## config.mk

```make
export PLATFORM = sky130hd
export DESIGN_NAME = cnt_multimode
export DESIGN_NICKNAME = d
export VERILOG_FILES = /design/src/rtl/cnt_pkg.sv /design/src/rtl/cnt_prescaler.sv /design/src/rtl/cnt_multimode.sv
export SDC_FILE = /design/constraint.sdc
export NUM_CORES = 1
export LEC_CHECK = 0
export CORE_MARGIN = 2
export CORE_UTILIZATION = 51
export DETAILED_ROUTE_END_ITERATION = 6
export PLACE_DENSITY = 0.78
export SLEW_MARGIN = 10
export SYNTH_ARGS = -nofsm -noshare
export SYNTH_HDL_FRONTEND = slang
export SYNTH_SLANG_ARGS = --single-unit
```

## constraint.sdc

```tcl
create_clock -name clk_i -period 3.45 [get_ports clk_i]
set_input_delay 0.345 -clock clk_i [delete_from_list [all_inputs] [get_ports clk_i]]
set_output_delay 0.345 -clock clk_i [all_outputs]
set_load 0.02 [all_outputs]
```

## src/rtl/cnt_pkg.sv

```systemverilog
// Shared types and constants for the multi-mode counter.
package cnt_pkg;

  // Counting mode selected by mode_i
  typedef enum logic [1:0] {
    CNT_UP     = 2'd0,
    CNT_DOWN   = 2'd1,
    CNT_UPDOWN = 2'd2,
    CNT_HOLD   = 2'd3
  } cnt_mode_e;

  // Encoding of dir_o
  localparam logic CNT_DIR_UP   = 1'b0;
  localparam logic CNT_DIR_DOWN = 1'b1;

endpackage

```

## src/rtl/cnt_prescaler.sv

```systemverilog
// Tick divider: asserts tick_o once every prescale_i+1 enabled cycles.
// The cycle count is retained while en_i is low and cleared by clear_i.
module cnt_prescaler
  import cnt_pkg::*;
#(
  parameter int PRESCALE_W = 4
) (
  input  logic                  clk_i,
  input  logic                  rst_i,
  input  logic                  en_i,
  input  logic                  clear_i,
  input  logic [PRESCALE_W-1:0] prescale_i,
  output logic                  tick_o
);

  localparam logic [PRESCALE_W-1:0] PRESC_ZERO = {PRESCALE_W{1'b0}};
  localparam logic [PRESCALE_W-1:0] PRESC_ONE  = {{(PRESCALE_W-1){1'b0}}, 1'b1};

  logic [PRESCALE_W-1:0] presc_r;
  logic                  hit_s;

  assign hit_s  = (presc_r == prescale_i);
  assign tick_o = en_i & hit_s & ~clear_i;

  // Enabled-cycle counter, restarts after every tick
  always_ff @(posedge clk_i) begin
    if (rst_i) begin
      presc_r <= PRESC_ZERO;
    end else if (clear_i) begin
      presc_r <= PRESC_ZERO;
    end else if (en_i) begin
      if (hit_s) begin
        presc_r <= PRESC_ZERO;
      end else begin
        presc_r <= presc_r + PRESC_ONE;
      end
    end else begin
      presc_r <= presc_r;
    end
  end

endmodule

```

## src/rtl/cnt_multimode.sv

```systemverilog
// Multi-mode counter: up, down or triangle, wrap or saturate, with prescaler,
// synchronous load, programmable upper terminal and terminal-count pulse.
// Optional capture port enabled by defining CNT_CAPTURE_EN.
module cnt_multimode
  import cnt_pkg::*;
#(
  parameter int WIDTH      = 8,
  parameter int PRESCALE_W = 4
) (
  input  logic                  clk_i,
  input  logic                  rst_i,
  input  logic                  en_i,
  input  logic [1:0]            mode_i,
  input  logic                  sat_i,
  input  logic [PRESCALE_W-1:0] prescale_i,
  input  logic [WIDTH-1:0]      max_i,
  input  logic                  load_i,
  input  logic [WIDTH-1:0]      load_val_i,
  output logic [WIDTH-1:0]      cnt_o,
  output logic                  dir_o,
  output logic                  tc_o
`ifdef CNT_CAPTURE_EN
  ,
  input  logic                  cap_i,
  output logic [WIDTH-1:0]      cap_o,
  output logic                  cap_valid_o
`endif
);

  localparam logic [WIDTH-1:0] CNT_ZERO = {WIDTH{1'b0}};
  localparam logic [WIDTH-1:0] CNT_ONE  = {{(WIDTH-1){1'b0}}, 1'b1};

  cnt_mode_e        mode_s;
  logic             tick_s;
  logic             max_zero_s;
  logic [WIDTH-1:0] cnt_r;
  logic             dir_r;
  logic             tc_r;
  logic [WIDTH-1:0] cnt_nxt_s;
  logic             dir_nxt_s;
  logic             tc_nxt_s;

  assign mode_s     = cnt_mode_e'(mode_i);
  assign max_zero_s = (max_i == CNT_ZERO);

  // Load restarts the prescaler so the next tick is a full period away
  cnt_prescaler #(
    .PRESCALE_W (PRESCALE_W)
  ) u_prescaler (
    .clk_i      (clk_i),
    .rst_i      (rst_i),
    .en_i       (en_i),
    .clear_i    (load_i),
    .prescale_i (prescale_i),
    .tick_o     (tick_s)
  );

  // Next count/direction/terminal pulse; load has priority over a tick
  always_comb begin
    cnt_nxt_s = cnt_r;
    dir_nxt_s = dir_r;
    tc_nxt_s  = 1'b0;
    if (load_i) begin
      cnt_nxt_s = load_val_i;
      case (mode_s)
        CNT_UP:   dir_nxt_s = CNT_DIR_UP;
        CNT_DOWN: dir_nxt_s = CNT_DIR_DOWN;
        default:  dir_nxt_s = dir_r;
      endcase
    end else if (tick_s) begin
      case (mode_s)
        CNT_UP: begin
          dir_nxt_s = CNT_DIR_UP;
          // A count above max is treated as already terminal
          if (cnt_r >= max_i) begin
            cnt_nxt_s = sat_i ? max_i : CNT_ZERO;
          end else begin
            cnt_nxt_s = cnt_r + CNT_ONE;
          end
          // Pulse on arrival at max, not while sitting there saturated
          tc_nxt_s = (cnt_nxt_s == max_i) && ((cnt_r != cnt_nxt_s) || max_zero_s);
        end
        CNT_DOWN: begin
          dir_nxt_s = CNT_DIR_DOWN;
          if (cnt_r == CNT_ZERO) begin
            cnt_nxt_s = sat_i ? CNT_ZERO : max_i;
          end else begin
            cnt_nxt_s = cnt_r - CNT_ONE;
          end
          tc_nxt_s = (cnt_nxt_s == CNT_ZERO) && ((cnt_r != CNT_ZERO) || max_zero_s);
        end
        CNT_UPDOWN: begin
          if (max_zero_s) begin
            cnt_nxt_s = CNT_ZERO;
            tc_nxt_s  = 1'b1;
          end else if (cnt_r > max_i) begin
            cnt_nxt_s = max_i;
            dir_nxt_s = CNT_DIR_DOWN;
            tc_nxt_s  = 1'b1;
          end else begin
            if (dir_r == CNT_DIR_UP) begin
              cnt_nxt_s = (cnt_r == max_i) ? (max_i - CNT_ONE) : (cnt_r + CNT_ONE);
            end else begin
              cnt_nxt_s = (cnt_r == CNT_ZERO) ? CNT_ONE : (cnt_r - CNT_ONE);
            end
            // dir_o always shows the direction the following tick will take
            if (cnt_nxt_s == max_i) begin
              dir_nxt_s = CNT_DIR_DOWN;
              tc_nxt_s  = 1'b1;
            end else if (cnt_nxt_s == CNT_ZERO) begin
              dir_nxt_s = CNT_DIR_UP;
              tc_nxt_s  = 1'b1;
            end else if (cnt_r == max_i) begin
              dir_nxt_s = CNT_DIR_DOWN;
            end else if (cnt_r == CNT_ZERO) begin
              dir_nxt_s = CNT_DIR_UP;
            end else begin
              dir_nxt_s = dir_r;
            end
          end
        end
        CNT_HOLD: begin
          cnt_nxt_s = cnt_r;
          dir_nxt_s = dir_r;
        end
        default: begin
          cnt_nxt_s = cnt_r;
          dir_nxt_s = dir_r;
        end
      endcase
    end else begin
      cnt_nxt_s = cnt_r;
      dir_nxt_s = dir_r;
    end
  end

  // Count, direction and terminal-count registers
  always_ff @(posedge clk_i) begin
    if (rst_i) begin
      cnt_r <= CNT_ZERO;
      dir_r <= CNT_DIR_UP;
      tc_r  <= 1'b0;
    end else begin
      cnt_r <= cnt_nxt_s;
      dir_r <= dir_nxt_s;
      tc_r  <= tc_nxt_s;
    end
  end

  assign cnt_o = cnt_r;
  assign dir_o = dir_r;
  assign tc_o  = tc_r;

`ifdef CNT_CAPTURE_EN
  logic [WIDTH-1:0] cap_r;
  logic             cap_valid_r;

  // Snapshot of the count as it stood before this edge's update
  always_ff @(posedge clk_i) begin
    if (rst_i) begin
      cap_r       <= CNT_ZERO;
      cap_valid_r <= 1'b0;
    end else if (cap_i) begin
      cap_r       <= cnt_r;
      cap_valid_r <= 1'b1;
    end else begin
      cap_r       <= cap_r;
      cap_valid_r <= 1'b0;
    end
  end

  assign cap_o       = cap_r;
  assign cap_valid_o = cap_valid_r;
`endif

endmodule
```

# [Yosys cells after proc, flatten, opt, wreduce, memory -nomap -nowiden]
# Cells that the tools add are included.
[classes] addsub=4 magnitude_cmp=2 eq_ne=12 muxes=39 bitwise_logic=4 n_reduce_logical=15
[ops] cell="8-bit two-way mux" n=22
[ops] cell="8-bit zero test" n=4
[ops] cell="8-bit == test" n=3
[ops] cell="8-bit one-hot mux with 3 select lines" n=1
[ops] cell="8-bit by 1-bit subtractor with 8-bit output (second input constant)" n=2
[ops] cell="1-bit two-way mux" n=12
[ops] cell="8-bit by 1-bit adder with 8-bit output (second input constant)" n=1
[ops] cell="8-bit greater-or-equal comparator" n=1
[ops] cell="8-bit greater-than comparator" n=1
[ops] cell="8-bit inequality test" n=1
[ops] cell="8-bit nonzero test" n=1
[ops] cell="7-bit inequality test (second input constant)" n=1
[ops] cell="1-bit one-hot mux with 3 select lines" n=2
[ops] cell="5-bit AND reduction" n=1
[ops] cell="4-bit by 1-bit adder with 4-bit output (second input constant)" n=1
[ops] cell="2-bit == test (second input constant)" n=2
[ops] cell="4-bit == test" n=1
[ops] cell="4-bit two-way mux" n=1
[ops] cell="3-bit by 1-bit inequality test with 1-bit output (second input constant)" n=1
[ops] cell="3-bit inequality test (second input constant)" n=1
[ops] cell="3-bit OR reduction" n=1
[ops] cell="1-bit AND" n=2
[ops] cell="2-bit by 1-bit == test with 1-bit output (second input constant)" n=1
[ops] cell="1-bit logical AND" n=2
[ops] cell="other kinds (8)" n=10
[word_totals] regBits=14 inputBits=27 output_inout_bits=10 word_cells=80

# [Depth between registers and ports, before layout]
# Gate-level depths: netlist of run 1.
[logic_depth] word_depth=16 depth_mapped=13 ltp_nobuf=11

# [Modules after synthesis]
# From an unflattened synthesis of run 1, not the netlist that was laid out.
[hier_totals] cells_unflattened=406 hier_area_um2=2976.6
[modules_own_cells] mod="cnt_multimode" instances=1 cells_each=380 area_per_inst_um2=2707.6 seq_area_each_um2=200.2
[modules_own_cells] mod="cnt_prescaler" instances=1 cells_each=26 area_per_inst_um2=269.0 seq_area_each_um2=80.1

# [Worst setup path after synthesis of run 1]
# No wires, ideal clock.
[synth_path] path_type="register to register" startpoint="register cnt_r[0], in the netlist cnt_o[0]" endpoint="register cnt_r[7], in the netlist cnt_o[7]" arrival_ps=3157 slack_ps=205 path_stages_with_launch=13 n_path_buf=3 path_cell_list="dfxtp_1 > clkbuf_1 > inv_1 > ha_1 > nand4_1 > nor2_1 > clkbuf_1 > a21o_1 > clkbuf_1 > nor2_1 > a211o_1 > a221o_1 > a311oi_2"
[synth_via] elab_chain_cells=13 elab_cells_between_ends=27 classes_between="2 x add/sub; 2 x order compare; 1 x eq/ne; 21 x mux; 1 x reduce/logical"
[synth_lines] element="from (decl)" line_no="cnt_multimode.sv:36" source="logic [WIDTH-1:0] cnt_r;"
[synth_lines] element="from (signal assigned)" line_no="cnt_multimode.sv:144" source="cnt_r <= cnt_nxt_s;"
[synth_lines] element="8-bit by 1-bit adder with 8-bit output, or another cell as far along" line_no="cnt_multimode.sv:78, cnt_multimode.sv:102"
[synth_lines] element="8-bit two-way mux, on equally long branches" line_no="cnt_multimode.sv:102, cnt_multimode.sv:104"
[synth_lines] element="8-bit two-way mux" line_no="cnt_multimode.sv:101" source="if (dir_r == CNT_DIR_UP) begin"
[synth_lines] element="8-bit two-way mux" line_no="cnt_multimode.sv:96" source="end else if (cnt_r > max_i) begin"
[synth_lines] element="8-bit two-way mux" line_no="cnt_multimode.sv:93" source="if (max_zero_s) begin"
[synth_lines] element="8-bit two-way mux" line_no="cnt_multimode.sv:71" source="case (mode_s)"
[synth_lines] element="8-bit two-way mux" line_no="cnt_multimode.sv:70" source="end else if (tick_s) begin"
[synth_lines] element="8-bit two-way mux" line_no="cnt_multimode.sv:63" source="if (load_i) begin"
[synth_lines] element="8-bit two-way mux" line_no="cnt_multimode.sv:96"
[synth_lines] element="8-bit two-way mux" line_no="cnt_multimode.sv:93"
[synth_lines] element="8-bit one-hot mux with 3 select lines *" line_no="cnt_multimode.sv:71"
[synth_lines] element="8-bit two-way mux *" line_no="cnt_multimode.sv:70"
[synth_lines] element="8-bit two-way mux *" line_no="cnt_multimode.sv:63"
# Every way passes the cells marked *; elsewhere a longest branch is shown, timed or not. The select of a mux whose other input is x is not followed.
# A chain may end at the register's enable or synchronous reset.

# [Worst setup path after layout of run 1]
[layout_path] startpoint="register cnt_r[2], in the netlist cnt_o[2]" endpoint="register dir_r, in the netlist dir_o"
[layout_via] elab_chain_cells=16 elab_cells_between_ends=25 classes_between="2 x add/sub; 1 x order compare; 3 x eq/ne; 16 x mux; 3 x reduce/logical"
[layout_lines] element="8-bit by 1-bit adder with 8-bit output, or another cell as far along" line_no="cnt_multimode.sv:102" source="cnt_nxt_s = (cnt_r == max_i) ? (max_i - CNT_ONE) : (cnt_r + CNT_ONE);"
[layout_lines] element="8-bit two-way mux, on equally long branches" line_no="cnt_multimode.sv:102, cnt_multimode.sv:104"
[layout_lines] element="8-bit two-way mux" line_no="cnt_multimode.sv:101"
[layout_lines] element="8-bit two-way mux" line_no="cnt_multimode.sv:96"
[layout_lines] element="8-bit two-way mux" line_no="cnt_multimode.sv:93"
[layout_lines] element="8-bit two-way mux" line_no="cnt_multimode.sv:71"
[layout_lines] element="8-bit two-way mux" line_no="cnt_multimode.sv:70"
[layout_lines] element="8-bit two-way mux" line_no="cnt_multimode.sv:63"
[layout_lines] element="8-bit zero test" line_no="cnt_multimode.sv:110" source="end else if (cnt_nxt_s == CNT_ZERO) begin"
[layout_lines] element="1-bit two-way mux" line_no="cnt_multimode.sv:110"
[layout_lines] element="1-bit two-way mux" line_no="cnt_multimode.sv:107" source="if (cnt_nxt_s == max_i) begin"
[layout_lines] element="1-bit two-way mux" line_no="cnt_multimode.sv:96"
[layout_lines] element="1-bit two-way mux" line_no="cnt_multimode.sv:93"
[layout_lines] element="1-bit one-hot mux with 3 select lines" line_no="cnt_multimode.sv:71"
[layout_lines] element="1-bit two-way mux" line_no="cnt_multimode.sv:70"
[layout_lines] element="1-bit two-way mux" line_no="cnt_multimode.sv:63"
[layout_lines] element="to (signal assigned)" line_no="cnt_multimode.sv:145" source="dir_r <= dir_nxt_s;"
[layout_lines] element="to (decl)" line_no="cnt_multimode.sv:37" source="logic dir_r;"
# Several ways; a longest one is shown, not always the timed one. The select of a mux whose other input is x is not followed.

==> metrics.cfg, run 1 <==
[outcome]
outcome=completed

[layout]
finalNetCount=505
drive_above_1_share_pct=12.01
area_delta_synth_final_pct=25.60
final_cell_mix=nand2_1 (47), buf_4 (43), nor2_1 (41)
fillCellCount=482
utilization_pct=66.93
layout_commonest_cell=nand2_1
antenna_cells=0

[sta]
rsz0062_at_grt=false
hold_violations=0
worst_pin_slew_ns=0.6417
tns_ns=0
fin_crit_sh_pct=91.98
worst_clock_skew_ns=0.001396
layout_min_cycle_time_ns=3.173
finalSetupViolations=0
holdWs_ns=0.5428
maxSlewViolCount=0
relSlewSlack_pct=57.16
fmax_ghz=0.3151

[min_path]
hp-start=u_prescaler.presc_r[3]$_SDFFE_PP0P_
hold_depth=2
hp-class=register to register
worstHoldEndpoint=u_prescaler.presc_r[3]$_SDFFE_PP0P_

[clocking]
cts-root-buf=clkbuf_8
cts_buffer_depth=2
path_clk_slew_ns=0.06
post_cts_buffers=0
cts_tree=yes
cts.sinks=14
numCtsBuffers=3
cts_htree_levels=1
clk_latency_ns=0.26

[power_and_ir_drop]
p_sw_w=0.0004212
vdd.ir_drop.worst_v=0.0002387
p_leak_nw=1.441
p_seq_share_pct=20.2
p_sw_share_pct=44.55
p_per_area_nw_per_um2=273.1
p_int_w=0.0005244
clock_power_share_pct=18.2
p_comb_share_pct=61.5

[yosys]
syn_area_per_cell_um2=6.772
synth_flop_cell=dfxtp_1
syn-num-nets=453
async_flop_share_pct=0
yosysSeqAreaShare_pct=10.17
synth_edf_count=0
syn_area_um2=2756
netlist_instances=407
yosys_warnings=0
ys_seq_elements=14
ys_types=55

[setup_path]
worst-setup-path-type=register to register
critical_path.slowest_cell=or4_4
end_kind=register
slowest_delay_ns=0.62
r2r_cells=9
r2r-end=dir_o$_SDFFE_PP0P_
worst_ep_required_time_ns=3.64
crit_path_max_fanout=9
r2r_slack_ns=0.28
startpoint_type=register
crit_arrival_ns=3.37
path_cells=or4_4, or4_4, mux2i_1, inv_1, a221o_1, nand4_1, nand2_1, o311ai_0, mux2i_1
worstReg2RegStart=cnt_o[2]$_SDFFE_PP0P_

[global_routing]
grtUsageTotal_pct=34.71
grt_pass1_wl_um=16420
grt_overflow=0
first_global_vias=3221
antenna_found_initial=0
grt_max_degree=21

[routing]
dr.pass1.iters=6
wl_um=10530
vias_per_cell=6.627
antenna_left=0
drt-initial-drc-count=450
routedWlPerCell_um=19.95
vias=3499
post-route-drc-count=0

[die]
fp.dieW_um=77.52
die_height_um=77.52
die_area_um2=6009
start_util_pct=53.29
core_um2=5172
ios=37
num_rows=26

[placed_design]
dp_hpwl_um=8191
portBuffers=36
routabilityCongestion=1.015

[run]
drv_cap=0

-- worst max-delay path, delay by kind of cell, from the launching register on --
family	cells	cell delay (ns)
and+or+nand+nor	4	1.34
AOI/OAI and AO/OA	2	0.82
DFF	1	0.44
muxes	2	0.40
buffers and inverters	1	0.10
-- metal layers --
layer  wire length (um)  track usage, %
met5                  0               0
met4                507           16.07
met3               1059           4.302
met2               4735           58.35
met1               4228           44.11
-- state kept, by name (all words and copies together) (netlist names) --
| register | cells |
|---|---|
| u_prescaler.presc_r | 4 |
| cnt_o | 8 |
| tc_o | 1 |
| dir_o | 1 |
-- power by group through the flow --
stage	combinational [W]	sequential (W)	clock (W)
floorplan	0.000347	0.000195	0
global placement	0.000556	0.000194	0
detailed placement	0.000561	0.000194	0
CTS	0.000564	0.000190	0.000169
global route	0.000619	0.000192	0.000181
finish	0.000582	0.000191	0.000172
-- metrics by stage --
step / instance area, um2 / total power (W) / setup WS (ns) / std cells
floorplan: 2756 / 0.0005419 / 0.2053 / 407
global placement: 3407 / 0.0007497 / 0.1662 / 524
detailed placement: 3407 / 0.0007547 / 0.09102 / 524
CTS: 3462 / 0.0009239 / 0.2966 / 528
global route: 3462 / 0.0009930 / 0.07997 / 528
finish: 3462 / 0.0009456 / 0.2767 / 528
-- cells in the mapped netlist, types with 4 or more instances --
cell      number  share of area, %
a311o_1        5               1.8
a21oi_1       15               2.7
xnor2_1       22               7.0
clkbuf_1      30               4.1
nand2_1       47               6.4
dfxtp_1       14                10
ha_1          19               8.6
o211ai_1       5               1.4
nor3_1        17               3.1
nand4_1        9               2.0
or3_1          4              0.91
nand3_1       13               2.4
nand2b_1       4              0.91
mux2i_1       10               3.6
a22oi_1        7               1.9
a311oi_1       5               1.6
a21o_1         7               1.9
a31oi_1       12               2.7
o21ai_0       21               3.8
nor2_1        41               5.6
nor4_1         7               1.6
inv_1         20               2.7
xor2_1        14               4.4
a211oi_1       5               1.4
-- worst max-delay path by stage --
stage / cells past startpoint / end / startpoint / slack [ns]
final: 9 / dir_o$_SDFFE_PP0P_ / cnt_o[2]$_SDFFE_PP0P_ / 0.28
after CTS: 11 / dir_o$_SDFFE_PP0P_ / cnt_o[1]$_SDFFE_PP0P_ / 0.30
after global routing: 13 / dir_o$_SDFFE_PP0P_ / max_i[2] / 0.08
after detailed placement: 13 / dir_o$_SDFFE_PP0P_ / max_i[2] / 0.09
after global placement: 12 / dir_o$_SDFFE_PP0P_ / max_i[6] / 0.17
after floorplan: 12 / cnt_o[7]$_SDFFE_PP0P_ / cnt_o[0]$_SDFFE_PP0P_ / 0.21
-- repair_timing --
action,4_1_cts,5_1_grt
hold buffers,0,0
setup endpoints to repair,0,1
resized for setup,0,1
-- logic make-up (layout without fill, tap and decap cells) --
| group | count (synthesis) | after routing | share of synthesized area [%] |
|---|---|---|---|
| flops | 14 | 14 | 10.17 |
| compound gates | 109 | 109 | 27.92 |
| fa+ha+maj | 19 | 19 | 8.625 |
| xor+xnor | 38 | 38 | 13.07 |
| mux | 12 | 12 | 4.449 |
| simple gates | 162 | 162 | 28.55 |
| buf+inv | 53 | 104 | 7.217 |
-- final cells by class --
| class | count | area (um2) | share of cell area (%) |
|---|---|---|---|
| multi-input combinational | 340 | 2277 | 65.78 |
| timing repair buffer | 79 | 683.2 | 19.73 |
| sequential | 14 | 280.3 | 8.095 |
| tap | 70 | 87.58 | 2.530 |
| inverter | 21 | 78.83 | 2.277 |
| clock buffer | 4 | 55.05 | 1.590 |
(Power assumes the default switching activity.)
==> run 2, diff against run 1 <==
--- a/config.mk
+++ b/config.mk
@@ -9,6 +9,7 @@
 export CORE_UTILIZATION = 51
 export DETAILED_ROUTE_END_ITERATION = 6
 export PLACE_DENSITY = 0.78
+export RECOVER_POWER = 25
 export SLEW_MARGIN = 10
 export SYNTH_ARGS = -nofsm -noshare
 export SYNTH_HDL_FRONTEND = slang
==> run 2 against run 1 <==
Effect of this change: global-route usage is the same; clock-buffer cell count is the same; sequential power is essentially flat; clock power is essentially flat; design area is the same; combinational power is essentially flat; total power shrank 0.19%; via count shrank 0.71%; die area is the same; critical endpoint unchanged; final cell count is the same; first-iteration DRC count is the same.
==> metrics.cfg, run 2 (synthesized netlist as in run 1, its figures left out) <==
[sta]
rsz0062_at_grt=false
layout_min_cycle_time_ns=3.180  ; +0.006999 ns
relSlewSlack_pct=55.87  ; -1.3 points
hold_violations=0  ; unchanged
tns_ns=0  ; unchanged
finalWorstSetupSlack_ns=0.2697  ; -0.006999 ns
maxSlewViolCount=0  ; unchanged
worst_clock_skew_ns=0.001443  ; +0.00004683 ns
fin_crit_sh_pct=92.18  ; +0.20 points
finalSetupViolations=0  ; unchanged
worst_pin_slew_ns=0.6610  ; +0.01936 ns
fmax_ghz=0.3144  ; -0.22%

[die]
die_area_um2=6009  ; unchanged
fp.dieW_um=77.52  ; unchanged
ios=37  ; unchanged
die_height_um=77.52  ; unchanged
core_um2=5172  ; unchanged
start_util_pct=53.29  ; unchanged
num_rows=26  ; unchanged

[global_routing]
top_usage_layer=met2
use_met2_pct=58.35  ; unchanged
grt_max_degree=21  ; unchanged
use_met3_pct=4.302  ; unchanged
antenna_found_initial=0  ; unchanged
grt_util_met1_pct=44.11  ; unchanged
grt_overflow=0  ; unchanged
first_global_vias=3221  ; unchanged
grtUsageTotal_pct=34.71  ; unchanged
grt_pass1_wl_um=16420  ; unchanged

[setup_path]
path_cells=or4_4, or4_4, mux2i_1, inv_1, a221o_1, nand4_1, nand2_1, o311ai_0, mux2i_1
startpoint_type=register
end_kind=register
slowest_delay_ns=0.62  ; about the same
worst_ep_required_time_ns=3.64  ; about the same
worst-setup-path-type=register to register
crit_path_max_fanout=9  ; unchanged
critical_path.slowest_cell=or4_4
crit_arrival_ns=3.37  ; about the same

[clocking]
cts_tree=yes
cts_buffer_depth=2  ; unchanged
post_cts_buffers=0  ; unchanged
cts-root-buf=clkbuf_8
postCtsHoldBufs=0  ; unchanged
clk_latency_ns=0.26  ; about the same
path_clk_slew_ns=0.06  ; about the same
cts_htree_levels=1  ; unchanged
cts.sinks=14  ; unchanged
cts_resized=0  ; unchanged
numCtsBuffers=3  ; unchanged

[power_and_ir_drop]
p_leak_nw=1.447  ; +0.42%
vdd.ir_drop.worst_v=0.0002386  ; about the same
total_power_w=0.0009438  ; -0.19%
p_per_area_nw_per_um2=272.6  ; -0.19%

[layout]
area_delta_synth_final_pct=25.60  ; unchanged
antenna_cells=0  ; unchanged
finalNetCount=505  ; unchanged
final_cell_mix=nand2_1 (47), buf_4 (43), nor2_1 (41)
drive_above_1_share_pct=12.01  ; unchanged
layout_commonest_cell=nand2_1
largest_reg_flops=8  ; unchanged
fillCellCount=482  ; unchanged

[placed_design]
routabilityCongestion=1.015  ; unchanged
portBuffers=36  ; unchanged
dp_slack_ns=0.09102  ; unchanged
dp_hpwl_um=8191  ; unchanged

[min_path]
hp-class=register to register

[run]
drv_cap=0  ; unchanged

[routing]
vias=3474  ; -0.71%
vias_per_cell=6.580  ; -0.71%
post-route-drc-count=0  ; unchanged
drt-initial-drc-count=450  ; unchanged
antenna_left=0  ; unchanged
routedWlPerCell_um=19.96  ; about the same
dr.pass1.iters=6  ; unchanged
wl_um=10540  ; about the same

[outcome]
outcome=completed

==> run 2: cell types whose count changed in the layout (fill, tap and decap cells not counted) <==
cell | previous run | this run
clkdlybuf4s50_1 | 36 | 33
dlygate4sd3_1 | 0 | 3
==> run 2: layer usage <==
layer  up-vias  share of wire [%]
met5         -                  0
met4         0                4.5
met3        46                9.4
met2       251                 45
met1      1582                 41
li1       1595                  -
==> run 2: critical path: cells and delay by family, from the launching register on <==
kind | cells | cell delay (ns)
mux | 2 | 0.41
compound gates | 2 | 0.82
simple gates | 4 | 1.34
flops | 1 | 0.44
buf+inv | 1 | 0.10
==> run 2: power by group <==
group / switching, W / internal, W / leakage [nW]
combinational: 0.000329 / 0.000251 / 1.30
sequential: 0.0000203 / 0.000171 / 0.115
clock: 0.0000704 / 0.000102 / 0.0288
total: 0.000420 / 0.000524 / 1.45
==> run 2: final timing paths <==
kind / endpoint / cells past startpoint / from / slack (ns)
setup / recovery: dir_o$_SDFFE_PP0P_ / 9 / cnt_o[2]$_SDFFE_PP0P_ / 0.27
hold / removal: u_prescaler.presc_r[3]$_SDFFE_PP0P_ / 2 / u_prescaler.presc_r[3]$_SDFFE_PP0P_ / 0.54
setup reg to reg: dir_o$_SDFFE_PP0P_ / 9 / cnt_o[2]$_SDFFE_PP0P_ / 0.27
hold reg to reg: u_prescaler.presc_r[3]$_SDFFE_PP0P_ / 2 / u_prescaler.presc_r[3]$_SDFFE_PP0P_ / 0.54
==> run 2: per-stage QoR <==
stage	utilization (%)	hold WS (ns)	instances	area, um2
after global placement	65.87	0.5118	524	3407
after detailed placement	65.87	0.5306	524	3407
after global routing	66.93	0.5771	528	3462
after floorplan	-	0.4818	407	2756
after CTS	66.93	0.5442	528	3462
final	66.93	0.5426	528	3462
==> run 2: area by class of cell <==
| cell class | count | area, um2 | share of cell area [%] |
|---|---|---|---|
| multi-input combinational | 340 | 2277 | 65.78 |
| inverter | 21 | 78.83 | 2.277 |
| timing repair buffer | 79 | 683.2 | 19.73 |
| tap | 70 | 87.58 | 2.530 |
| sequential | 14 | 280.3 | 8.095 |
| clock buffer | 4 | 55.05 | 1.590 |
==> run 3, diff against run 2 <==
--- a/config.mk
+++ b/config.mk
@@ -10,7 +10,9 @@
 export DETAILED_ROUTE_END_ITERATION = 6
 export PLACE_DENSITY = 0.78
 export RECOVER_POWER = 25
+export SKIP_LAST_GASP = 1
 export SLEW_MARGIN = 10
 export SYNTH_ARGS = -nofsm -noshare
 export SYNTH_HDL_FRONTEND = slang
 export SYNTH_SLANG_ARGS = --single-unit
+export TNS_END_PERCENT = 1
==> results of run 3 <==
Final layout, timing and power as in run 2 (identical DEF).
